### src/rtl/cmd_sched.sv
// ============================================================================
// Module : cmd_sched
// Brief  : Pops command words, decodes them and issues LOAD/COMPUTE/STORE to
//          the engine with outstanding tracking, SYNC barriers and error codes.
// Rev    : 1.0 - initial release
// ============================================================================
`default_nettype none

module cmd_sched #(
    parameter int WDATA_WIDTH = 32,
    parameter int MAX_OUTSTD  = 4,
    parameter int CNT_WIDTH   = 16
) (
    input  logic                   clk,
    input  logic                   rst_n,
    input  logic                   cmd_buff_ctrl_out_vld,
    input  logic [WDATA_WIDTH-1:0] cmd_buff_ctrl_out_data,
    output logic                   ctrl_cmd_buff_rdy,
    output logic                   eng_req,
    output logic [1:0]             eng_op,
    output logic [15:0]            eng_addr,
    output logic [11:0]            eng_len,
    input  logic                   eng_ack,
    input  logic                   eng_done,
    input  logic                   err_clr,
    output logic                   busy,
    output logic [1:0]             cmd_err,
    output logic [CNT_WIDTH-1:0]   cmd_cnt
);

    localparam int                     c_OUT_WIDTH = $clog2(MAX_OUTSTD + 1);
    localparam logic [c_OUT_WIDTH-1:0] c_OUT_MAX   = c_OUT_WIDTH'(MAX_OUTSTD);
    localparam logic [c_OUT_WIDTH-1:0] c_OUT_ONE   = c_OUT_WIDTH'(1);
    localparam logic [CNT_WIDTH-1:0]   c_CNT_ONE   = CNT_WIDTH'(1);

    localparam logic [3:0] c_OP_NOP     = 4'd0;
    localparam logic [3:0] c_OP_LOAD    = 4'd1;
    localparam logic [3:0] c_OP_COMPUTE = 4'd2;
    localparam logic [3:0] c_OP_STORE   = 4'd3;
    localparam logic [3:0] c_OP_SYNC    = 4'd4;

    localparam logic [1:0] c_ERR_NONE    = 2'd0;
    localparam logic [1:0] c_ERR_ILLEGAL = 2'd1;
    localparam logic [1:0] c_ERR_ZLEN    = 2'd2;
    localparam logic [1:0] c_ERR_SPUR    = 2'd3;

    typedef enum logic [2:0] {
        ST_IDLE      = 3'd0,
        ST_DECODE    = 3'd1,
        ST_ISSUE     = 3'd2,
        ST_SYNC_WAIT = 3'd3,
        ST_ERR       = 3'd4
    } state_t;

    state_t                   r_state;
    logic [WDATA_WIDTH-1:0]   r_cmd;
    logic [c_OUT_WIDTH-1:0]   r_outstd;
    logic [1:0]               r_err;
    logic [CNT_WIDTH-1:0]     r_cnt;

    logic                     w_ack;
    logic                     w_spur;
    logic                     w_done;
    logic [c_OUT_WIDTH-1:0]   w_outstd_nxt;
    logic [3:0]               w_opcode;
    logic                     w_len_zero;

    assign w_opcode   = r_cmd[31:28];
    assign w_len_zero = (r_cmd[27:16] == 12'd0);

    assign w_ack  = eng_req & eng_ack;
    // A done with nothing outstanding cannot belong to an op acked this cycle.
    assign w_spur = eng_done & (r_outstd == '0);
    assign w_done = eng_done & ~w_spur;

    always_comb begin
        w_outstd_nxt = r_outstd;
        if (w_ack && !w_done) begin
            w_outstd_nxt = r_outstd + c_OUT_ONE;
        end else if (!w_ack && w_done) begin
            w_outstd_nxt = r_outstd - c_OUT_ONE;
        end
    end

    assign ctrl_cmd_buff_rdy = rst_n & (r_state == ST_IDLE);
    assign eng_req           = (r_state == ST_ISSUE) & (r_outstd < c_OUT_MAX);
    assign eng_op            = r_cmd[29:28];
    assign eng_len           = r_cmd[27:16];
    assign eng_addr          = r_cmd[15:0];
    assign busy              = (r_state != ST_IDLE) | (r_outstd != '0);
    assign cmd_err           = r_err;
    assign cmd_cnt           = r_cnt;

    always_ff @(posedge clk or negedge rst_n) begin
        if (!rst_n) begin
            r_state  <= ST_IDLE;
            r_cmd    <= '0;
            r_outstd <= '0;
            r_err    <= c_ERR_NONE;
            r_cnt    <= '0;
        end else begin
            r_outstd <= w_outstd_nxt;
            if (w_ack) begin
                r_cnt <= r_cnt + c_CNT_ONE;
            end

            if (w_spur) begin
                r_state <= ST_ERR;
                if (r_err == c_ERR_NONE || (r_state == ST_ERR && err_clr)) begin
                    r_err <= c_ERR_SPUR;
                end
            end else begin
                case (r_state)
                    ST_IDLE: begin
                        if (cmd_buff_ctrl_out_vld) begin
                            r_cmd   <= cmd_buff_ctrl_out_data;
                            r_state <= ST_DECODE;
                        end
                    end
                    ST_DECODE: begin
                        case (w_opcode)
                            c_OP_NOP: begin
                                r_cnt   <= r_cnt + c_CNT_ONE;
                                r_state <= ST_IDLE;
                            end
                            c_OP_LOAD, c_OP_STORE: begin
                                if (w_len_zero) begin
                                    if (r_err == c_ERR_NONE) r_err <= c_ERR_ZLEN;
                                    r_state <= ST_ERR;
                                end else begin
                                    r_state <= ST_ISSUE;
                                end
                            end
                            c_OP_COMPUTE: r_state <= ST_ISSUE;
                            c_OP_SYNC:    r_state <= ST_SYNC_WAIT;
                            default: begin
                                if (r_err == c_ERR_NONE) r_err <= c_ERR_ILLEGAL;
                                r_state <= ST_ERR;
                            end
                        endcase
                    end
                    ST_ISSUE: begin
                        if (w_ack) r_state <= ST_IDLE;
                    end
                    ST_SYNC_WAIT: begin
                        // Releases on the same edge as the done that drains the last op.
                        if (w_outstd_nxt == '0) begin
                            r_cnt   <= r_cnt + c_CNT_ONE;
                            r_state <= ST_IDLE;
                        end
                    end
                    ST_ERR: begin
                        if (err_clr) begin
                            r_err   <= c_ERR_NONE;
                            r_state <= ST_IDLE;
                        end
                    end
                    default: r_state <= ST_IDLE;
                endcase
            end
        end
    end

endmodule

`default_nettype wire

### config.mk
export PLATFORM = sky130hd
export DESIGN_NAME = cmd_sched
export DESIGN_NICKNAME = d
export VERILOG_FILES = /design/src/rtl/cmd_sched.sv
export SDC_FILE = /design/constraint.sdc
export NUM_CORES = 1
export LEC_CHECK = 0
export CAP_MARGIN = 25
export CORE_MARGIN = 3
export CORE_UTILIZATION = 35
export DETAILED_ROUTE_END_ITERATION = 10
export GPL_ROUTABILITY_DRIVEN = 0
export PLACE_DENSITY_LB_ADDON = 0.1
export SETUP_SLACK_MARGIN = 0.2
export SYNTH_ARGS = -nofsm -noshare
export SYNTH_HDL_FRONTEND = slang
export SYNTH_SLANG_ARGS = --single-unit
### constraint.sdc
create_clock -name clk -period 2.9 [get_ports clk]
set_input_delay 0.435 -clock clk [delete_from_list [all_inputs] [get_ports clk]]
set_output_delay 0.435 -clock clk [all_outputs]
set_load 0.05 [all_outputs]
# Word-level counts from Yosys, hierarchy flattened
# Cells that the tools add are included.
[totals] output_inout_bits=51 elab_cells=75 reg_bits=56 in_bits=38
[classes] n_reduce_logical=20 n_lt_le_gt_ge=1 n_eq_ne=16 mux=23 bitwise_logic=7 add_sub_neg=3
[ops] op="$mux W16" count=4
[ops] op="$pmux W16 S2" count=1
[ops] op="$mux W3" count=8
[ops] op="$ne A3 B3 Y1 const B" count=6
[ops] op="$add A16 B1 Y16 const B" count=1
[ops] op="$pmux W3 S5" count=1
[ops] op="$logic_not A12 Y1" count=1
[ops] op="$mux W2" count=6
[ops] op="$pmux W3 S4" count=1
[ops] op="$logic_not A3 Y1" count=3
[ops] op="$reduce_bool A3 Y1" count=3
[ops] op="$eq A4 B2 Y1 const B" count=2
[ops] op="$pmux W2 S2" count=2
[ops] op="$eq A3 B2 Y1 const B" count=2
[ops] op="$reduce_and A6 Y1" count=1
[ops] op="$and A1 B1 Y1" count=5
[ops] op="$eq A4 B1 Y1 const B" count=1
[ops] op="$eq A4 B3 Y1 const B" count=1
[ops] op="$logic_not A4 Y1" count=1
[ops] op="$ne A4 B4 Y1 const B" count=1
[ops] op="$reduce_and A4 Y1" count=1
[ops] op="$add A3 B1 Y3 const B" count=1
[ops] op="$eq A3 B1 Y1 const B" count=1
[ops] op="$eq A3 B3 Y1 const B" count=1
[ops] op="other kinds (12)" count=15

# Depth between registers and ports, before layout
[depth] ltp_word=11 mapped_depth=9 ltp_nobuf=8

# Worst setup path after synthesis
# No wires, ideal clock.
[synth_path] path_type="register -> output" from="register r_state[0]" to="output port eng_req" setup_slack_ns=0.223 t_arrival_ns=2.242 required_ns=2.465 stages_incl_launch_ff=3 path_buffers=1 path_cell_list="dfrtp_1 -> clkbuf_1 -> nor4b_1"
[synth_between] elab_chain_len=2
[synth_lines] item="from (decl)" line="55" source="state_t r_state;"
[synth_lines] item="from (signal assigned)" line="96" source="r_state <= ST_IDLE;"
[synth_lines] item="from (signal assigned)" line="108" source="r_state <= ST_ERR;"
[synth_lines] item="from (signal assigned)" line="117" source="r_state <= ST_DECODE;"
[synth_lines] item="$eq A3 B2 Y1" line="86" source="assign eng_req = (r_state == ST_ISSUE) & (r_outstd < c_OUT_MAX);"
[synth_lines] item="$and A1 B1 Y1" line="86"
[synth_lines] item="to (decl)" line="19" source="output logic eng_req,"
# Every way passes these cells.

# Worst setup path after layout
[layout_path] from="input port eng_ack" to="register r_cnt[13] (netlist: cmd_cnt[13])"
[layout_between] elab_chain_len=9 word_cells_on_any_way=12 classes_between="mux: 7; bitwise: 1; reduce/logical: 4"
[layout_lines] item="from (decl)" line="23" source="input logic eng_ack,"
[layout_lines] item="$and A1 B1 Y1 (*)" line="71" source="assign w_ack = eng_req & eng_ack;"
[layout_lines] item="$logic_not A1 Y1" line="80" source="end else if (!w_ack && w_done) begin"
[layout_lines] item="$logic_and A1 B1 Y1" line="80"
[layout_lines] item="$mux W3" line="80"
[layout_lines] item="$mux W3" line="78" source="if (w_ack && !w_done) begin"
[layout_lines] item="$logic_not A3 Y1" line="147" source="if (w_outstd_nxt == '0) begin"
[layout_lines] item="$mux W16" line="147"
[layout_lines] item="$pmux W16 S2" line="113" source="case (r_state)"
[layout_lines] item="$mux W16 (*)" line="107" source="if (w_spur) begin"
[layout_lines] item="to (signal assigned)" line="104" source="r_cnt <= r_cnt + c_CNT_ONE;"
[layout_lines] item="to (signal assigned)" line="123" source="r_cnt <= r_cnt + c_CNT_ONE;"
[layout_lines] item="to (signal assigned)" line="148" source="r_cnt <= r_cnt + c_CNT_ONE;"
[layout_lines] item="to (decl)" line="59" source="logic [CNT_WIDTH-1:0] r_cnt;"
# Mark *: on every way between the ends. The rest lies on a longest branch, timed or not.
# A chain may end at the register's enable or synchronous reset.

==> results.sh <==
export IMPL_io_pins=89
export IMPL_hp_class="input port to async pin"
export IMPL_first_global_vias=2132
export IMPL_synth_top_family_by_area="simple AND/OR/NAND/NOR gates"
export IMPL_clkLatencyLatePin_ns=0.31
export IMPL_drt_initial_drc_count=56
export IMPL_die_x_um=98.0
export IMPL_die_area_um2=9610
export IMPL_grt_usage_pct=14.0
export IMPL_slowest_delay_ns=0.56
export IMPL_dp_cells=425
export IMPL_grt_max_degree=57
export IMPL_place_port_buffers=88
export IMPL_synth_compound_area_share_pct=10.5
export IMPL_period_minus_slack_ns=2.61
export IMPL_yosysSeqAreaShare_pct=47.3
export IMPL_dieHeight_um=98.0
export IMPL_end_kind="flop"
export IMPL_final_common_cell="clkdlybuf4s50_1"
export IMPL_synth_nets=306
export IMPL_synth_mux_area_share_pct=12.5
export IMPL_r2r_start="r_outstd[1]"
export IMPL_cap_viol_max_count=0
export IMPL_drtPass1Iterations=4
export IMPL_grt_setup_unrepaired="true"
export IMPL_synth_fa_ha_area_share_pct=1.69
export IMPL_nets=375
export IMPL_synth_area_um2=2960
export IMPL_synth_area_leaders="dfrtp_1, mux2_2, buf_4"
export IMPL_stdcell_count=436
export IMPL_wl_mm=6.70
export IMPL_layout_common_cells="clkdlybuf4s50_1, dfrtp_1, mux2_2"
export IMPL_reg2reg_depth=9
export IMPL_synthCells=264
export IMPL_place_area_um2=3810
export IMPL_synth_flop_cell="dfrtp_1"
export IMPL_ys_ff_latch=56
export IMPL_clkSinkCount=56
export IMPL_worstPathArrival_ns=2.85
export IMPL_max_vdd_ir_drop_v=0.000675
export IMPL_vias=2179
export IMPL_yosysTopAreaCell="dfrtp_1"
export IMPL_remaining_drc_errors=0
export IMPL_rrSetupSlack_ns=0.33
export IMPL_num_antenna_cells=0
export IMPL_synth_top_area_share_pct=47.3
export IMPL_synth_edff_count=0
export IMPL_p_leak_uw=0.00165
export IMPL_power_density_nw_per_um2=1070
export IMPL_hold_viol=0
export IMPL_worst_pin_slew_ns=0.732
export IMPL_synth_cell_types=49
export IMPL_crit_top_cell="or4_4"
export IMPL_ys_warn_count=0
export IMPL_clk_path_buf_depth=2
export IMPL_fmax_ghz=0.383
export IMPL_layout_drive_gt1_share_pct=20.1
export IMPL_crit_fanout=6
export IMPL_fin_area_um2=3970
export IMPL_clkSlewWorstSetupHoldPaths_ns=0.10
export IMPL_cts_tree="yes"
export IMPL_final_setup_viol_count=0
export IMPL_grt_pass1_wl_mm=11.0
export IMPL_drt_vias_per_instance=5.00
export IMPL_antenna_found_initial=0
export IMPL_drv_slew=0
export IMPL_rows=32
export IMPL_core_um2=7970
export IMPL_layout_area_overhead_vs_synth_pct=33.8
export IMPL_rr_endpoint="cmd_cnt[13]"
export IMPL_synth_simple_area_share_pct=12.6
export IMPL_status="finished, final reports clean"
export IMPL_root_buffer="clkbuf_8"
export IMPL_place_hpwl_mm=4.76
export IMPL_avgSynthCellArea_um2=11.2
export IMPL_worst_setup_path_type="input port to flop"
export IMPL_required_ns=3.14
export IMPL_htreeDepth=2
export IMPL_critPathSlowestCell="or4_4"
export IMPL_crit_chain="clkdlybuf4s50_1 -> nor4bb_4 -> buf_4 -> nor3_1 -> or4_4 -> or4_4 -> a21boi_1 -> xor2_1"
export IMPL_cts_buffers=5
export IMPL_worst_clock_skew_ns=0.00618
export IMPL_ys_async_sr_fraction_pct=100
export IMPL_post_drt_wl_per_cell_um=15.4
export IMPL_final_util_pct=49.8
export IMPL_period_share_pct=89.9
export IMPL_synthXorXnorAreaFrac_pct=5.02
export IMPL_ant_nets=0
export IMPL_overflow=0
export IMPL_startpoint_type="input port"
export IMPL_initial_core_util_pct=37.2
export IMPL_max_slew_margin_pct=51.2
## worst max-delay path by stage
stage               start           to  slack (ns)
6_report          eng_ack  cmd_cnt[13]        0.29
5_1_grt           eng_ack   cmd_cnt[9]        0.19
4_1_cts           eng_ack  cmd_cnt[13]        0.26
3_5_place_dp      eng_ack  cmd_cnt[13]       -0.06
3_3_place_gp      eng_ack   cmd_cnt[9]      -0.004
2_1_floorplan  r_state[0]      eng_req        0.22
## final cells by class
type                       instances  area, um2
clock buffer                       6       82.6
clock inverter                     2       13.8
fill                             756       4000
inverter                           4       15.0
multi-input combinational        160       1290
sequential                        56       1400
tap                              102        128
timing repair buffer             106       1040
## cell families after synthesis
group / Yosys count
adders and majority gates: 4
and+or+nand+nor: 62
xor gates and xnor gates: 17
buffers and inverters: 48
DFF: 56
muxes: 33
AOI/OAI and AO/OA: 44
## metrics by stage
step | setup TNS, ns | total power, uW | hold slack, ns | setup WS, ns
detailed placement | -0.390 | 3760 | 0.468 | -0.0595
global route | 0 | 4480 | 0.413 | 0.192
finish | 0 | 4230 | 0.332 | 0.292
global placement | -0.00438 | 3740 | 0.459 | -0.00378
CTS | 0 | 4240 | 0.378 | 0.257
floorplan | 0 | 3260 | 0.139 | 0.223
## report_power, final
part	internal (uW)	switching [uW]	leakage, uW
clock	196	262	0.0000516
sequential	1070	234	0.000692
combinational	982	1480	0.000909
total	2250	1980	0.00165
## timing repair
action	4_1_cts	5_1_grt
setup endpoints to repair	0	15
resized for setup	0	5
buffers inserted	0	3
hold buffers	0	0
## layer usage
metal	track usage [%]	routed length, um	vias up
met5	0	0	-
met1	19.8	3190	1041
met4	3.83	77	0
li1	-	-	1064
met2	20.4	2950	66
met3	4.64	484	8
## Yosys cell counts (3+ instances only)
| cell | n |
|---|---|
| a211oi_1 | 3 |
| a21o_1 | 3 |
| a21oi_1 | 7 |
| a31oi_1 | 4 |
| and2_1 | 4 |
| and3_1 | 5 |
| buf_2 | 3 |
| buf_4 | 31 |
| clkbuf_1 | 8 |
| dfrtp_1 | 56 |
| ha_1 | 4 |
| inv_1 | 4 |
| mux2_2 | 32 |
| nand2_1 | 8 |
| nand3_1 | 8 |
| nor2_1 | 9 |
| nor3_1 | 4 |
| nor4_1 | 5 |
| o2111ai_1 | 7 |
| o211ai_1 | 6 |
| o21ai_0 | 3 |
| xnor2_1 | 14 |
| xor2_1 | 3 |
## flip-flops by register name, summed over array words and instances (netlist names)
register and count:
cmd_cnt 16, cmd_err 2, r_cmd 32, r_outstd 3
r_state 3
## worst max-delay path: cells and delay by family
kind,cells,cell delay [ns]
and+or+nand+nor,4,1.40
xor gates and xnor gates,1,0.16
buffers and inverters,2,0.67
AOI/OAI and AO/OA,1,0.17
Note: power is estimated with default switching activity, not from simulation.
